[src/rtl/apb_timer_pkg.sv]
// Shared definitions for the APB down-counter timer: register offsets,
// CTRL bit positions and the CTRL register layout.
package apb_timer_pkg;

   localparam int unsigned DATA_W    = 32;
   localparam int unsigned PSC_MAX_W = 16;

   localparam logic [3:0] ADDR_CTRL   = 4'h0;
   localparam logic [3:0] ADDR_LOAD   = 4'h4;
   localparam logic [3:0] ADDR_COUNT  = 4'h8;
   localparam logic [3:0] ADDR_STATUS = 4'hC;

   localparam logic [1:0] REG_CTRL   = ADDR_CTRL[3:2];
   localparam logic [1:0] REG_LOAD   = ADDR_LOAD[3:2];
   localparam logic [1:0] REG_COUNT  = ADDR_COUNT[3:2];
   localparam logic [1:0] REG_STATUS = ADDR_STATUS[3:2];

   localparam int unsigned CTRL_EN_BIT     = 0;
   localparam int unsigned CTRL_AUTO_BIT   = 1;
   localparam int unsigned CTRL_IRQ_EN_BIT = 2;
   localparam int unsigned CTRL_PSC_LSB    = 8;

   // Bit-exact image of CTRL[23:0]; psc bits above PSC_W are kept at 0.
   typedef struct packed {
      logic [PSC_MAX_W-1:0] psc;
      logic [4:0]           rsvd;
      logic                 irq_en;
      logic                 auto_rl;
      logic                 en;
   } ctrl_t;

endpackage

[src/rtl/apb_timer_prescaler.sv]
// Prescaler for the APB timer: counts 0..psc while enabled and flags a
// tick on the terminal cycle.
module apb_timer_prescaler #(
   parameter int unsigned PSC_W = 8
) (
   input  logic             hclk,
   input  logic             hresetn,
   input  logic             en,
   input  logic [PSC_W-1:0] psc,
   output logic             tick_c
);

   logic [PSC_W-1:0] psc_cnt_q;
   logic [PSC_W-1:0] psc_cnt_d;

   always_ff @(posedge hclk or negedge hresetn) begin
      if (!hresetn) psc_cnt_q <= '0;
      else          psc_cnt_q <= psc_cnt_d;
   end

   always_comb begin
      tick_c    = 1'b0;
      psc_cnt_d = '0;
      if (en) begin
         if (psc_cnt_q == psc) tick_c = 1'b1;
         else                  psc_cnt_d = psc_cnt_q + PSC_W'(1);
      end
   end

endmodule

[src/rtl/apb_timer_slave.sv]
// Zero-wait-state APB timer slave: 32-bit prescaled down-counter with
// one-shot / auto-reload modes and a registered level interrupt.
module apb_timer_slave
   import apb_timer_pkg::*;
#(
   parameter int unsigned PSC_W = 8
) (
   input  logic              hclk,
   input  logic              hresetn,
   input  logic              psel,
   input  logic              penable,
   input  logic              pwrite,
   input  logic [DATA_W-1:0] paddr,
   input  logic [DATA_W-1:0] pwdata,
   output logic [DATA_W-1:0] prdata,
   output logic              irq
);

   ctrl_t             ctrl_q,   ctrl_d;
   logic [DATA_W-1:0] load_q,   load_d;
   logic [DATA_W-1:0] count_q,  count_d;
   logic              exp_q,    exp_d;
   logic              irq_q,    irq_d;
   logic [DATA_W-1:0] prdata_q, prdata_d;

   logic        tick_c;
   logic        expire_c;
   logic        wr_commit_c;
   logic        rd_setup_c;
   logic [1:0]  reg_sel_c;
   ctrl_t       ctrl_wr_c;
   logic        unused_paddr_c;

   assign unused_paddr_c = ^{paddr[DATA_W-1:4], paddr[1:0]};

   apb_timer_prescaler #(.PSC_W(PSC_W)) u_prescaler (
      .hclk    (hclk),
      .hresetn (hresetn),
      .en      (ctrl_q.en),
      .psc     (ctrl_q.psc[PSC_W-1:0]),
      .tick_c  (tick_c)
   );

   always_ff @(posedge hclk or negedge hresetn) begin
      if (!hresetn) begin
         ctrl_q   <= '0;
         load_q   <= '0;
         count_q  <= '0;
         exp_q    <= 1'b0;
         irq_q    <= 1'b0;
         prdata_q <= '0;
      end else begin
         ctrl_q   <= ctrl_d;
         load_q   <= load_d;
         count_q  <= count_d;
         exp_q    <= exp_d;
         irq_q    <= irq_d;
         prdata_q <= prdata_d;
      end
   end

   always_comb begin
      wr_commit_c = psel & penable & pwrite;
      rd_setup_c  = psel & ~penable & ~pwrite;
      reg_sel_c   = paddr[3:2];
      expire_c    = tick_c & (count_q == '0);

      ctrl_wr_c         = '0;
      ctrl_wr_c.en      = pwdata[CTRL_EN_BIT];
      ctrl_wr_c.auto_rl = pwdata[CTRL_AUTO_BIT];
      ctrl_wr_c.irq_en  = pwdata[CTRL_IRQ_EN_BIT];
      ctrl_wr_c.psc     = PSC_MAX_W'(pwdata[CTRL_PSC_LSB +: PSC_W]);

      ctrl_d   = ctrl_q;
      load_d   = load_q;
      count_d  = count_q;
      exp_d    = exp_q;
      irq_d    = exp_q & ctrl_q.irq_en;
      prdata_d = prdata_q;

      // Counter step; bus writes below take precedence over it.
      if (tick_c) begin
         if (!expire_c) begin
            count_d = count_q - DATA_W'(1);
         end else if (ctrl_q.auto_rl) begin
            count_d = load_q;
         end else begin
            ctrl_d.en = 1'b0;
         end
      end

      if (wr_commit_c) begin
         case (reg_sel_c)
            REG_CTRL:   ctrl_d = ctrl_wr_c;
            REG_LOAD: begin
               load_d  = pwdata;
               count_d = pwdata;
            end
            REG_STATUS: if (pwdata[0]) exp_d = 1'b0;
            default: ;
         endcase
      end

      // An expiry on the same edge as a W1C keeps EXP set.
      if (expire_c) exp_d = 1'b1;

      if (rd_setup_c) begin
         case (reg_sel_c)
            REG_CTRL:   prdata_d = DATA_W'(ctrl_q);
            REG_LOAD:   prdata_d = load_q;
            REG_COUNT:  prdata_d = count_q;
            REG_STATUS: prdata_d = DATA_W'(exp_q);
            default:    prdata_d = '0;
         endcase
      end
   end

   assign prdata = prdata_q;
   assign irq    = irq_q;

endmodule

[config.mk]
export PLATFORM = sky130hd
export DESIGN_NAME = apb_timer_slave
export DESIGN_NICKNAME = d
export VERILOG_FILES = /design/src/rtl/apb_timer_pkg.sv /design/src/rtl/apb_timer_prescaler.sv /design/src/rtl/apb_timer_slave.sv
export SDC_FILE = /design/constraint.sdc
export NUM_CORES = 1
export LEC_CHECK = 0
export ABC_AREA = 1
export BUFFER_PORTS_ARGS = -buffer_cell sky130_fd_sc_hd__buf_2
export CAP_MARGIN = 20
export CORE_UTILIZATION = 40
export CTS_CLUSTER_DIAMETER = 60
export DETAILED_ROUTE_END_ITERATION = 10
export GPL_TIMING_DRIVEN = 0
export PLACE_DENSITY = 0.7
export RECOVER_POWER = 100
export SYNTH_ARGS = -nofsm -noshare
export SYNTH_HDL_FRONTEND = slang
export SYNTH_SLANG_ARGS = --single-unit
[constraint.sdc]
create_clock -name hclk -period 3.6 [get_ports hclk]
set_input_delay 0.18 -clock hclk [delete_from_list [all_inputs] [get_ports hclk]]
set_output_delay 0.18 -clock hclk [all_outputs]
set_load 0.03 [all_outputs]
Word-level counts from Yosys, hierarchy flattened
Cells that the tools add are included.

Register bits after elaboration: 117. Bits in latches: 0. Memory bits (writable): 0. ROM bits: 0. Bits of input ports: 69. Word-level logic and storage cells: 51. Memories kept: 0.

Add/subtract/negate cells: 2. Multipliers: 0. Div/mod/pow operators: 0. Order comparisons: 0. Equal/unequal tests: 4. Shifts and indexed selects: 0. Mux-type cells: 19. Bitwise gates (word level): 8. Reductions and logical operators: 8.

Operator list (count): two-way mux 32 bit (5); case mux 32 bit (4 select lines) (1); zero test 32 bit (1); subtractor 32 x 1 -> 32 bit (second input constant) (1); two-way mux 8 bit (2); two-way mux 1 bit (11); adder 8 x 1 -> 8 bit (second input constant) (1); equality test 8 bit (1); AND 1 bit (6); nonzero test 2 bit (3); equality test 2 bit (second input constant) (2); AND reduction 2 bit (2); AND reduction 3 bit (1); equality test 2 x 1 -> 1 bit (second input constant) (1); zero test 2 bit (1); inverter 1 bit (2).

Longest topological paths before layout
Word-level depth: 8. Mapped depth: 14. Gate-level depth less buffers: 14.

Cells and area by module
From an unflattened synthesis, not the netlist that was laid out.

Cell total of the unflattened synthesis: 988. Area, all modules: 6882.9 sq um.

Modules (own cells, without submodules): apb_timer_slave (instances 1, cells each 917, area an instance 6366.1 sq um, sequential area each 2727.6 sq um); apb_timer_prescaler (instances 1, cells each 71, area an instance 516.7 sq um, sequential area each 200.2 sq um).

Least setup slack after synthesis
No wires, ideal clock.

Path type: register to register. Start: register count_q[0]. End: register count_q[22]. Setup time: 117 ps. Data arrival time: 1600 ps. Required time: 3483 ps. Setup slack: 1883 ps. Stages on the path, launching flop included: 15. Cell sequence: dfrtp_1 -> inv_1 -> ha_1 -> nand3_4 -> inv_2 -> nand2_2 -> nor2_4 -> nand2_2 -> buf_6 -> nor2_4 -> nor2_1 -> nand2_1 -> nand2_1 -> nand2_1 -> nand2_1.

Cells in the longest elaborated chain, start to end: 6. Elaborated cells between the ends (all ways): 7.

RTL lines: from (decl) (RTL line apb_timer_slave.sv:21) `logic [DATA_W-1:0] count_q, count_d;`; from (signal assigned) (RTL line apb_timer_slave.sv:55) `count_q <= count_d;`; parallel branches: the longest is 2 deep, another holds subtractor 32 x 1 -> 32 bit; two-way mux 32 bit (*) (RTL line apb_timer_slave.sv:83) `if (!expire_c) begin`; two-way mux 32 bit (*) (RTL line apb_timer_slave.sv:82) `if (tick_c) begin`; two-way mux 32 bit (RTL line apb_timer_slave.sv:93) `case (reg_sel_c)`; two-way mux 32 bit (*) (RTL line apb_timer_slave.sv:92) `if (wr_commit_c) begin`; named net count_d[22] (RTL line apb_timer_slave.sv:21).

Mark *: on every way through the listed nets, which the timed path passes. A chain may end at the register's enable or synchronous reset.

Worst setup path after layout
Start: register count_q[0]. End: register count_q[17].

Same word-level chain as after synthesis.

==> qor.csv <==
metric;value;unit
min_period;2.754;ns
grt_pass1_wl;35.22;mm
port_buffers;71;
gp_congestion;1.003;
cp_slowest_cell;dfrtp_1;
min_path_cells;3;
clock_latency;0.43;ns
initial_utilization;41.11;%
grt_antenna_before_repair;0;
core.rowCount;47;
grt_overflow;0;
post-dp-hpwl;15.88;mm
cap_violations;0;
die_x;133.0;um
avgSynthCellArea;7.116;um^2
worst_ep_required_time;3.92;ns
reg2reg_to;count_q[17]$_DFF_PN0_;
multi_input_area;0.003297;mm^2
diodes;0;
yosysTopAreaCellShare;42.64;%
reg2reg_depth;11;
path_buf_inv;1;
numCtsBuffers;17;
grt_max_degree;98;
syn_nets;1036;
min_from;pwdata[18];
synth_top_flop_cell;dfrtp_1;
die_height;133.0;um
end_kind;register;
synth_area_leaders;dfrtp_1 43%, nand2_1 19%, o21ai_0 6.8%;
final_nets;1154;
critPathMaxStageDelay;0.37;ns
drc;0;
hold_end;count_q[18]$_DFF_PN0_;
crit_chain;inv_1 -> ha_1 -> nand3_1 -> nor2_1 -> nand3_1 -> nor2_1 -> nand2_1 -> nand3_1 -> nand2_1 -> nand2_1 -> nand2_1;
ys_ff_latch;117;
die_area;0.01769;mm^2
worstReg2RegStart;count_q[0]$_DFF_PN0_;
ys_seq_area_share;42.64;%
fin_setup_tns;0;ns
leakagePower;4.055;nW
clock-sinks;117;
setup_viol;0;
fp.coreArea;0.01670;mm^2
dp.cells;1257;
cp_top_family;simple AND/OR/NAND/NOR gates;
clockBufferDepth;2;
placed_area;0.007531;mm^2
crit_top_cell;nand2_1;
fillCellCount;1751;
first_pass_iters;5;
area_growth;20.63;%
cellPowerDensity;630.3;mW/mm^2
cts_tree;done;
ant_nets;0;
synth.distinct_cells;38;
dr_total_vias;6918;
r2r_setup_slack;0.85;ns
hold_viol;0;
final_area;0.008283;mm^2
yosysWarnings;0;
ir_drop;369.8;uV
wl_per_cell;16.72;um
h-tree-depth;4;
num_io_pins;102;
synth_area_leader_cell;dfrtp_1;
syn_inst;965;
crit_type;reg -> reg;
worstSetupStartpointType;register;
final-seq-area;0.002928;mm^2
crit_fanout;7;
synth-edff-count;0;
final-instance-count-excl-fill;1315;
routed_via_density;5.261;
drv_slew;0;
final_util;49.60;%
outcome;finished clean;
cts_root_buffer;clkbuf_16;
ys_async_sr_fraction;100.0;%
crit_start;count_q[0]$_DFF_PN0_;
grt.total_usage;26.14;%
fin_crit_sh;76.50;%
max_freq;363.1;MHz
rsz0062_at_grt;false;
wirelength;21.99;mm
drive_gt1_share;9.498;%
min_path_type;in -> reg;
grt_pass1_vias;6747;
critical_path_arrival;3.07;ns
path_clk_slew;0.05;ns
tightest_slew;1.297;ns
clock_skew;0.009598;ns
relSlewSlack;13.51;%
synthesis.area;0.006867;mm^2
drt_iter0_drc;684;
cts.repair.resized;0;
## cell type report
| cell class | instances | area share (%) |
|---|---|---|
| clock inverters | 9 | 1.526 |
| plain buffers | 41 | 2.341 |
| multi-input cells | 706 | 39.80 |
| well taps | 220 | 3.323 |
| flip-flops and latches | 117 | 35.35 |
| clock buffers | 22 | 5.725 |
| repair buffers | 99 | 7.356 |
| inverters | 101 | 4.577 |
## Yosys cell counts (2+ instances only)
cell	count
buf_2	9
buf_4	3
o22a_1	4
a31oi_1	2
o21ai_0	93
nor2_4	11
o211ai_1	11
xnor2_1	4
nor2_8	2
a21oi_1	30
xor2_1	14
ha_1	2
nand3_1	39
clkbuf_1	26
inv_1	97
o21ai_1	11
nand3_4	2
nor2_1	76
dfrtp_1	117
o22ai_1	30
buf_6	2
nand4_1	5
nand2_2	8
nor2_2	7
nand2_1	340
nor3_1	6
inv_2	3
## routing by layer
metal	vias up	track usage, %	share of wire, %
met5	-	0	0
met4	0	10.98	2.6
met3	42	4.598	7.0
met2	274	41.19	46
met1	3272	35.35	45
li1	3330	-	-
## registers in the layout, indices dropped and copies added (netlist names)
| name | flops |
|---|---|
| ctrl_q | 11 |
| irq | 1 |
| load_q | 32 |
| count_q | 32 |
| prdata | 32 |
| u_prescaler.psc_cnt_q | 8 |
| exp_q | 1 |
## cells in the final DEF, fill, tap and decap left out, types with 2 or more instances in the layout
cell type	netlist	routed
buf_4	3	3
o22ai_1	30	30
nor2_2	7	7
clkbuf_8	0	3
o21ai_0	93	99
nor2_8	2	2
o21ai_1	11	5
o22a_1	4	4
o211ai_1	11	11
dfrtp_1	117	117
clkinv_2	0	4
nand3_1	39	41
ha_1	2	2
nor2_1	76	81
nand2_2	8	6
dlygate4sd3_1	0	27
nor2_4	11	6
xnor2_1	4	4
clkbuf_1	26	65
xor2_1	14	14
nand2_1	340	342
nor3_1	6	6
nand4_1	5	5
buf_2	9	44
inv_2	3	2
bufinv_16	0	3
a21oi_1	30	30
inv_1	97	98
clkbuf_16	0	17
a31oi_1	2	2
## worst reg2reg max path: stages, from the launching register on
cell and delay [ns]:
dfrtp_1 0.37, inv_1 0.18, ha_1 0.27, nand3_1 0.19, nor2_1 0.32, nand3_1 0.25
nor2_1 0.35, nand2_1 0.33, nand3_1 0.22, nand2_1 0.06, nand2_1 0.06, nand2_1 0.04
## power by group
| group | internal, mW | switching [mW] | total [mW] | leakage [nW] |
|---|---|---|---|---|
| registers | 1.61 | 0.249 | 1.85 | 1.47 |
| logic | 0.520 | 1.10 | 1.62 | 2.29 |
| clock network | 1.13 | 0.609 | 1.74 | 0.296 |
## how the worst max path moves through the flow
stage	slack, ns	cells after the start	end
6_report	0.85	11	count_q[17]$_DFF_PN0_
5_1_grt	0.69	11	count_q[17]$_DFF_PN0_
4_1_cts	1.40	7	count_q[21]$_DFF_PN0_
3_5_place_dp	1.43	7	count_q[21]$_DFF_PN0_
3_3_place_gp	0.81	1	prdata[18]$_DFFE_PN0P_
2_1_floorplan	1.88	14	count_q[22]$_DFF_PN0_
## repair_timing
item	4_1_cts	5_1_grt
hold endpoints to repair	74	0
hold buffers	27	0
setup buffers	0	0
## through the flow
stage,setup WS (ns),hold WS (ns),total power [mW]
finish,0.8461,0.005633,5.221
global route,0.6867,0.01781,5.532
CTS,1.401,0.001973,5.272
detailed placement,1.426,0.04372,3.499
global placement,0.8142,0.4002,3.463
floorplan,1.883,-0.1156,3.019
## kinds of logic (layout without fill, tap and decap cells)
family | count (synthesis) | in the layout | share of synthesized area (%)
compound gates | 185 | 185 | 14.89
flops | 117 | 117 | 42.64
xor+xnor | 18 | 18 | 2.296
simple gates | 501 | 501 | 31.34
fa+ha+maj | 2 | 2 | 0.3644
buf+inv | 142 | 272 | 8.473
Power figures use the tool's default switching activity.
